==> src/rtl/uart_tx_arbiter.sv <==
// Round-robin arbiter that shares one uart_tx among NUM_REQ byte producers.
// Keeps one frame in flight and aborts if uart_tx never raises busy.
module uart_tx_arbiter #(
  parameter int unsigned NUM_REQ      = 4,
  parameter int unsigned DATA_W       = 8,
  parameter int unsigned BUSY_TIMEOUT = 4,
  localparam int unsigned ID_W        = (NUM_REQ > 1) ? $clog2(NUM_REQ) : 1
) (
  input  logic                      clk,
  input  logic                      reset,
  input  logic [NUM_REQ-1:0]        req,
  input  logic [NUM_REQ*DATA_W-1:0] req_data,
  output logic [NUM_REQ-1:0]        ack,
  output logic                      tx_start,
  output logic [DATA_W-1:0]         tx_data,
  input  logic                      tx_busy,
  output logic [ID_W-1:0]           grant_id,
  output logic                      active,
  output logic                      timeout_err,
  output logic [15:0]               sent_count
);

  localparam int unsigned CNT_W = $clog2(BUSY_TIMEOUT);

  localparam logic [1:0] S_IDLE      = 2'd0;
  localparam logic [1:0] S_START     = 2'd1;
  localparam logic [1:0] S_WAIT_BUSY = 2'd2;
  localparam logic [1:0] S_WAIT_DONE = 2'd3;

  logic [1:0]         r_state;
  logic [1:0]         w_state_nxt;
  logic [ID_W-1:0]    r_ptr;
  logic [CNT_W-1:0]   r_cnt;
  logic [NUM_REQ-1:0] r_ack;
  logic               r_tx_start;
  logic [DATA_W-1:0]  r_tx_data;
  logic [ID_W-1:0]    r_grant_id;
  logic               r_active;
  logic               r_timeout_err;
  logic [15:0]        r_sent_count;

  logic               w_found;
  logic [ID_W-1:0]    w_sel;
  logic [ID_W-1:0]    w_idx;
  logic [DATA_W-1:0]  w_sel_data;
  logic [NUM_REQ-1:0] w_sel_onehot;
  logic               w_grant;
  logic               w_timeout;

  // Search starts just after the last served requester, so it has lowest priority.
  always_comb begin
    w_found = 1'b0;
    w_sel   = '0;
    w_idx   = '0;
    for (int unsigned i = 1; i <= NUM_REQ; i++) begin
      w_idx = ID_W'((32'(r_ptr) + i) % NUM_REQ);
      if (!w_found && req[w_idx]) begin
        w_found = 1'b1;
        w_sel   = w_idx;
      end
    end
  end

  always_comb begin
    w_sel_data   = '0;
    w_sel_onehot = '0;
    for (int unsigned i = 0; i < NUM_REQ; i++) begin
      if (w_sel == ID_W'(i)) begin
        w_sel_data      = req_data[i*DATA_W +: DATA_W];
        w_sel_onehot[i] = 1'b1;
      end
    end
  end

  assign w_grant   = (r_state == S_IDLE) && w_found;
  assign w_timeout = (r_state == S_WAIT_BUSY) && !tx_busy &&
                     (r_cnt == CNT_W'(BUSY_TIMEOUT - 1));

  always_ff @(posedge clk) begin
    if (reset) r_state <= S_IDLE;
    else       r_state <= w_state_nxt;
  end

  always_comb begin
    w_state_nxt = r_state;
    case (r_state)
      S_IDLE:      if (w_found) w_state_nxt = S_START;
      S_START:     w_state_nxt = S_WAIT_BUSY;
      S_WAIT_BUSY: begin
        if (tx_busy)        w_state_nxt = S_WAIT_DONE;
        else if (w_timeout) w_state_nxt = S_IDLE;
      end
      S_WAIT_DONE: if (!tx_busy) w_state_nxt = S_IDLE;
      default:     w_state_nxt = S_IDLE;
    endcase
  end

  // Outputs are registered from the next state so START pulses align with the state.
  always_ff @(posedge clk) begin
    if (reset) begin
      r_ptr         <= ID_W'(NUM_REQ - 1);
      r_cnt         <= '0;
      r_ack         <= '0;
      r_tx_start    <= 1'b0;
      r_tx_data     <= '0;
      r_grant_id    <= '0;
      r_active      <= 1'b0;
      r_timeout_err <= 1'b0;
      r_sent_count  <= '0;
    end else begin
      r_tx_start    <= w_grant;
      r_ack         <= w_grant ? w_sel_onehot : '0;
      r_active      <= (w_state_nxt != S_IDLE);
      r_timeout_err <= w_timeout;
      if (w_grant) begin
        r_tx_data  <= w_sel_data;
        r_grant_id <= w_sel;
        r_ptr      <= w_sel;
      end
      if (r_state == S_START)
        r_cnt <= '0;
      else if ((r_state == S_WAIT_BUSY) && !tx_busy && !w_timeout)
        r_cnt <= r_cnt + CNT_W'(1);
      if ((r_state == S_WAIT_DONE) && !tx_busy)
        r_sent_count <= r_sent_count + 16'd1;
    end
  end

  assign ack         = r_ack;
  assign tx_start    = r_tx_start;
  assign tx_data     = r_tx_data;
  assign grant_id    = r_grant_id;
  assign active      = r_active;
  assign timeout_err = r_timeout_err;
  assign sent_count  = r_sent_count;

endmodule

==> config.mk <==
export PLATFORM = sky130hd
export DESIGN_NAME = uart_tx_arbiter
export DESIGN_NICKNAME = d
export VERILOG_FILES = /design/src/rtl/uart_tx_arbiter.sv
export SDC_FILE = /design/constraint.sdc
export NUM_CORES = 1
export LEC_CHECK = 0
export CORE_MARGIN = 1.5
export CORE_UTILIZATION = 44
export DETAILED_ROUTE_END_ITERATION = 8
export PLACE_DENSITY_LB_ADDON = 0.25
export RECOVER_POWER = 25
export SETUP_SLACK_MARGIN = 0.4
export SLEW_MARGIN = 15
export SYNTH_ARGS = -nofsm -noshare
export SYNTH_HDL_FRONTEND = slang
export SYNTH_SLANG_ARGS = --single-unit
==> constraint.sdc <==
create_clock -name clk -period 2.3 [get_ports clk]
set_input_delay 0.69 -clock clk [delete_from_list [all_inputs] [get_ports clk]]
set_output_delay 0.69 -clock clk [all_outputs]
set_load 0.02 [all_outputs]
==> results.md, run 1 <==
* FILL cells at 362
* Post-route DRC violation count at 0
* Register clock-pin slew on the reported worst setup and hold paths at 70 ps
* Clock tree from TritonCTS: built
* Count of mapped cells out of synthesis at 205
* Number of buffers created by CTS at 5
* Worst Max-Slew Pin Slew at 409.4 ps
* Hold slack final at 472.1 ps
* Largest net degree at the start of global routing at 28
* Number of antenna-violating nets in the routed design at 0
* Fraction of registers with async set or reset after synthesis at 0
* 1st-iter DRT viols at 98
* Number of flops mapped to enable cells by yosys at 0
* Cell with the most instances after synthesis: sky130_fd_sc_hd__dfxtp_1
* H-tree depth reported by CTS at 2
* Yosys top cell by area: sky130_fd_sc_hd__dfxtp_1
* Average via count per standard cell at 5.196
* Final setup skew at 3.965 ps
* Placement Setup Slack at -265.1 ps
* Required time of the critical path at 2480 ps
* Placed cells at 332
* # port buffers at 71
* Time the worst path needs with I/O delays and setup at 1852 ps
* Critical path's slowest cell: sky130_fd_sc_hd__nor4_4
* Number of global-route vias before repair at 1810
* Run status: complete, no violations
* Number of search-and-repair iterations in the first detailed-routing pass at 4
* Net count after synthesis at 246
* Avg Synthesized Cell Area at 9.521 um2
* Clock sink count at 39
* Worst vdd ir at 0.3964 mV
* Commonest register cell after synthesis: sky130_fd_sc_hd__dfxtp_1
* Insertion delay to the later sink of the worst-skew pair at 290 ps
* Sequential element share of the synthesized area at 0.4000
* Class of the worst hold path: register to register
* Buffers from clock root to sink, at most at 2
* Aggregate global routing overflow at 0
* Number of buffers inserted for hold repair after clock tree synthesis at 0
* Initial core utilization at 0.4514
* CP arrival at 2030 ps
* Post-layout nets at 335
* Vias post-DR at 1803
* Post-synthesis cell area at 1952 um2
* Share of the clock period used by the worst path after layout at 0.8052
* Worst setup margin at 448.1 ps
* Distinct cell type count after synthesis at 43
* Worst slew margin relative to its limit at 0.7262
* Clock tree root buffer cell: sky130_fd_sc_hd__clkbuf_8
* Delay contributed by the slowest stage of the critical path at 410 ps
* Area of the die at 4845 um2
* Antenna diode instance count at 0
* Signed area change from the synthesized netlist to the final layout at 51.09%
* Number of non-filler instances in the completed layout at 347
* Fmax achieved at 0.5400 GHz
* Maximum net fanout on the critical path at 4
* Path type of the worst setup path: input port to register
* Site row count at 24
* Max-cap violations at 0
* Portion of synthesized cell area occupied by the leading cell type at 0.4000
* Post-synth top cells: sky130_fd_sc_hd__dfxtp_1 (39), sky130_fd_sc_hd__nor2_1 (24), sky130_fd_sc_hd__nand3_1 (18)
* Aggregate routed wire length at 4.771 mm
* Detailed Place HPWL at 3.238 mm
* Routability-driven placement congestion ratio at 0.7347
* Post-synthesis register bit count at 39
* Io pins at 72
* Pwr Total at 1.811 mW
* Die Height at 69.61 um
* Power per Cell Area at 614.0 nW/um2
* Global routing usage summed across all routing layers at 0.1999
* Global-route wire length before repair at 7.810 mm
* Placeable core region at 4324 um2
* Leakage power summed over all cells at 1.246 nW
* YS warnings at 0
* Final setup violation count at 0
* Final number of max-transition violations at 0
* Wire length per cell at 13.75 um
* Count of final hold-check violations at 0
* Category of the worst setup path capture point: register
* Largest cells by area after synthesis: sky130_fd_sc_hd__dfxtp_1 (40%), sky130_fd_sc_hd__mux2i_1 (5.6%), sky130_fd_sc_hd__o211ai_2 (5.1%)
* Type of element launching the critical path: input port
* Crit-path cells: dlygate4sd2_1, nor4_4, nor3_2, buf_4, and2_1, a211o_1
* RSZ-0062 raised after global routing: false
* Fraction of final layout cells with drive strength greater than 1 at 0.2136
* Number of antenna violations at the first check in global routing at 0
* Chip width at 69.61 um
## final timing paths
path	slack (ps)	end	from	cells after the start
setup reg to reg	570	tx_data[4]	r_ptr[1]	6
hold / removal	470	tx_data[1]	tx_data[1]	2
hold reg to reg	470	tx_data[1]	tx_data[1]	2
setup / recovery	450	r_ptr[1]	req[1]	6
## layout make-up
class                           instances  area, um2  area share
Clock buffer                            7      76.32     0.02588
Inverter                                3      11.26    0.003818
Sequential cell                        39      782.0      0.2652
Timing Repair Buffer                   91      845.8      0.2868
Clock inverter                          1      5.005    0.001697
Multi-Input combinational cell        154       1164      0.3946
Tap cell                               52      65.06     0.02206
## power breakdown
part	total, mW	switching [mW]	internal (mW)
registers	0.783	0.0471	0.736
clock network	0.435	0.222	0.213
logic	0.593	0.283	0.311
## logic make-up (layout without fill, tap and decap cells)
kind of cell | count (synthesis) | in the layout | share of synthesized area
multiplexers | 19 | 19 | 0.1026
AO/OA/AOI/OAI | 27 | 27 | 0.1186
flip-flops | 39 | 39 | 0.4000
AND/OR/NAND/NOR | 92 | 93 | 0.2628
buffers and inverters | 13 | 102 | 0.04487
adder cells (fa/ha/maj) | 2 | 2 | 0.01282
XOR/XNOR | 13 | 13 | 0.05833
## worst max-delay path: cells and delay by family
| family | cells | cell delay (ps) |
|---|---|---|
| and+or+nand+nor | 3 | 650 |
| AOI/OAI and AO/OA | 1 | 260 |
| buffers and inverters | 2 | 440 |
## routing by layer
metal	GRT usage	vias to the layer above	share of wire	wire [um]
met3	0.07413	5	0.072	342
met1	0.2255	835	0.42	2023
li1	-	901	-	-
met4	0.05229	0	0.0092	44
met2	0.3536	62	0.49	2360
met5	0	-	0	0
## cell usage in the layout, fill, tap and decap left out, types with 4 or more instances in the layout
cell / count
sky130_fd_sc_hd__mux2_2: 8
sky130_fd_sc_hd__dlygate4sd2_1: 29
sky130_fd_sc_hd__nand3_1: 18
sky130_fd_sc_hd__buf_12: 4
sky130_fd_sc_hd__dfxtp_1: 38
sky130_fd_sc_hd__a21oi_1: 5
sky130_fd_sc_hd__nor3_1: 5
sky130_fd_sc_hd__o211ai_2: 8
sky130_fd_sc_hd__clkdlybuf4s50_1: 32
sky130_fd_sc_hd__xor2_1: 5
sky130_fd_sc_hd__nand2_1: 15
sky130_fd_sc_hd__xnor2_1: 8
sky130_fd_sc_hd__buf_4: 10
sky130_fd_sc_hd__mux2i_1: 7
sky130_fd_sc_hd__clkbuf_1: 11
sky130_fd_sc_hd__clkbuf_8: 5
sky130_fd_sc_hd__nor2_1: 23
## timing repair
item                       CTS  global route
setup endpoints to repair   48            29
gates cloned                 2             1
resized for setup           42            19
pin swaps                    8             7
buffers inserted             2             2
## sequential cells by signal, summed over array words and instances, names as in the netlist
register and cells:
sent_count 16, tx_data 8, ack 4, grant_id 2, r_cnt 2, r_ptr 2, r_state 2, active 1
timeout_err 1, tx_start 1
## stage by stage
stage / TNS [ps] / utilization / instance area [um2]
6_report: 0 / 0.6820 / 2949
5_1_grt: 0 / 0.6820 / 2949
4_1_cts: 0 / 0.6782 / 2933
3_5_place_dp: -1942 / 0.6490 / 2806
3_3_place_gp: -1512 / 0.6490 / 2806
2_1_floorplan: 0 / - / 1952
Power figures use the tool's default switching activity.
==> run 2: changes to the inputs <==
Settings changed: CORE_UTILIZATION 44 to 40.
Clock period 2.3 ns to 1.6 ns, I/O delays scaled along.
==> run 2 against run 1 <==
  * The flow now finishes with violations (setup timing)
  * Power grew 63%
  * Highest routed layer unchanged
  * Largest power group is now combinational logic
  * Largest cell class unchanged
  * Critical path depth grew 1
  * First-iteration DRC count shrank 36%
  * Worst hold slack gained 14 ps
  * Count of clock-buffer cells in the layout shrank 1
  * Utilization grew 11 points
  * Critical endpoint is now tx_data[0]
==> results.md, run 2 (same netlist as run 1, synthesis figures left out) <==
* Routability-driven placement congestion ratio at 0.7421 (+1.0%)
* Vias post-DR at 2024 (+12%)
* Critical path's slowest cell: sky130_fd_sc_hd__dfxtp_4
* Cell class contributing the biggest share of worst-path delay: compound AO/OA/AOI/OAI gates
* Clock tree root buffer cell: sky130_fd_sc_hd__clkbuf_8
* Crit-path cells: buf_4, nor2b_2, o21ai_2, a21o_1, buf_4, mux2i_1, o211ai_2
* Aggregate routed wire length at 5.927 mm (+24%)
* Wire length per cell at 14.78 um (+7.5%)
* H-tree depth reported by CTS at 2 (unchanged)
* # port buffers at 71 (unchanged)
* Most used cells in the layout excluding fill and tap cells: sky130_fd_sc_hd__buf_6 (45), sky130_fd_sc_hd__buf_4 (39), sky130_fd_sc_hd__clkdlybuf4s50_1 (32)
* Buffers from clock root to sink, at most at 2 (unchanged)
* Count of final hold-check violations at 0 (unchanged)
* Leakage power summed over all cells at 1.606 nW (+29%)
* Chip width at 72.86 um (+4.7%)
* Time the worst path needs with I/O delays and setup at 1616 ps
* Number of buffers inserted for hold repair after clock tree synthesis at 0 (unchanged)
* Site row count at 25 (+4.2%)
* Post-layout nets at 374 (+12%)
* Buf+Inv Stages, Crit Path at 2 (unchanged)
* Final core area utilization at 0.7881 (+0.1061)
* RSZ-0062 raised after global routing: true
* Average via count per standard cell at 5.047 (-2.9%)
* Path type of the worst setup path: register to register
* Class of the worst hold path: register to register
* 1st-iter DRT viols at 63 (-36%)
* Run status: complete, but fails checks
* Number of antenna-violating nets in the routed design at 0 (unchanged)
* Placed cell area at 3005 um2 (+7.1%)
* Number of buffers created by CTS at 5 (unchanged)
* Max-cap violations at 0 (unchanged)
* Worst vdd ir at 0.5099 mV (+29%)
* Share of the clock period used by the worst path after layout at 1.010
* Power per Cell Area at 791.4 nW/um2 (+29%)
* Fraction of final layout cells with drive strength greater than 1 at 0.5719 (+0.3583)
* Worst Max-Slew Pin Slew at 288.8 ps (-120.6 ps)
* Placeable core region at 4723 um2 (+9.2%)
* Register clock-pin slew on the reported worst setup and hold paths at 70 ps (about the same)
* Area of the die at 5308 um2 (+9.6%)
* Final setup violation count at 1 (+1)
* Die Height at 72.86 um (+4.7%)
* Insertion delay to the later sink of the worst-skew pair at 290 ps (about the same)
* Number of search-and-repair iterations in the first detailed-routing pass at 4 (unchanged)
* Detailed Place HPWL at 3.437 mm (+6.2%)
* Required time of the critical path at 1770 ps (-710 ps)
* Delay contributed by the slowest stage of the critical path at 400 ps (about the same)
* Io pins at 72 (unchanged)
* Maximum net fanout on the critical path at 4 (unchanged)
* Number of antenna violations at the first check in global routing at 0 (unchanged)
* Largest net degree at the start of global routing at 28 (unchanged)
* Antenna diode instance count at 0 (unchanged)
* Initial core utilization at 0.4132 (-0.03814)
* Global routing usage summed across all routing layers at 0.2145 (+0.01464)
* Largest register FFs at 16 (unchanged)
* Category of the worst setup path capture point: register
* Clock tree from TritonCTS: built
* Placed cells at 357 (+7.5%)
* Final setup skew at 5.511 ps (+1.546 ps)
* Final number of max-transition violations at 0 (unchanged)
* Signed area change from the synthesized netlist to the final layout at 90.71%
* Global-route wire length before repair at 8.914 mm (+14%)
* CP arrival at 1790 ps (-240 ps)
* Number of global-route vias before repair at 1977 (+9.2%)
* Post-route DRC violation count at 0 (unchanged)
* Final design instance area without fill at 3722 um2 (+26%)
* Most Frequent Cell on Critical Path: sky130_fd_sc_hd__buf_4
* Aggregate global routing overflow at 0 (unchanged)
* Fmax achieved at 0.6189 GHz
* Violated checks: setup timing
* Worst setup margin at -15.70 ps (-463.8 ps)
* Worst slew margin relative to its limit at 0.8075 (+0.08122)
* Register-to-register setup slack at -20 ps (-590 ps)
* Type of element launching the critical path: register
* Number of non-filler instances in the completed layout at 401 (+16%)
* Clock sink count at 39 (unchanged)
* Most common library cell in the layout ignoring fill and taps: sky130_fd_sc_hd__buf_6
==> run 2: changes by cell type in the layout (fill, tap and decap cells not counted), moves of 28 or more <==
cell                            change
sky130_fd_sc_hd__buf_4             +29
sky130_fd_sc_hd__dlygate4sd2_1     -29
sky130_fd_sc_hd__dfxtp_2           +28
sky130_fd_sc_hd__dfxtp_1           -34
sky130_fd_sc_hd__buf_6             +43
==> run 2: final timing paths <==
| check | from | to | cells past startpoint |
|---|---|---|---|
| max | r_ptr[1] | tx_data[0] | 7 |
| min | tx_data[2] | tx_data[2] | 2 |
| max reg2reg | r_ptr[1] | tx_data[0] | 7 |
| min reg2reg | tx_data[2] | tx_data[2] | 2 |
==> run 2: layout make-up <==
| class | count | area (um2) |
|---|---|---|
| clock buffers | 6 | 72.57 |
| clock inverters | 2 | 7.507 |
| fillers | 300 | 1001 |
| inverters | 3 | 11.26 |
| multi-input cells | 154 | 1359 |
| flip-flops and latches | 39 | 839.6 |
| well taps | 67 | 83.83 |
| repair buffers | 130 | 1349 |
==> run 2: report_power, final <==
| group | internal [mW] | leakage (nW) | total, mW | switching (mW) |
|---|---|---|---|---|
| clock network | 0.298 | 0.0403 | 0.640 | 0.342 |
| logic | 0.671 | 1.23 | 1.16 | 0.486 |
| registers | 1.07 | 0.334 | 1.15 | 0.0797 |
==> run 2: timing repair <==
item,CTS,global route
buffers inserted,23,10
gates cloned,3,0
pin swaps,22,18
gates resized for setup,275,47
endpoints found under the setup margin,72,69
==> run 2: worst min-delay path, cell delays in order (launching register included) <==
cell                       delay [ps]
sky130_fd_sc_hd__dfxtp_2          340
sky130_fd_sc_hd__nand2_1           60
sky130_fd_sc_hd__o211ai_2          60
==> run 2: layer usage <==
metal  share of wire  GRT usage
met4           0.017    0.05660
met1            0.40     0.2500
met2            0.53     0.3894
met3           0.047    0.05387
met5               0          0
==> run 2: metrics by stage <==
stage,power (mW),setup slack (ps),TNS [ps],hold slack [ps]
floorplan,1.601,-29.69,-207.3,498.4
global placement,2.002,-552.8,-12940,456.8
detailed placement,2.013,-593.5,-13860,464.4
CTS,2.853,21.89,0,483.4
global route,3.072,-80.44,-429.7,503.8
finish,2.946,-15.70,-15.70,486.5
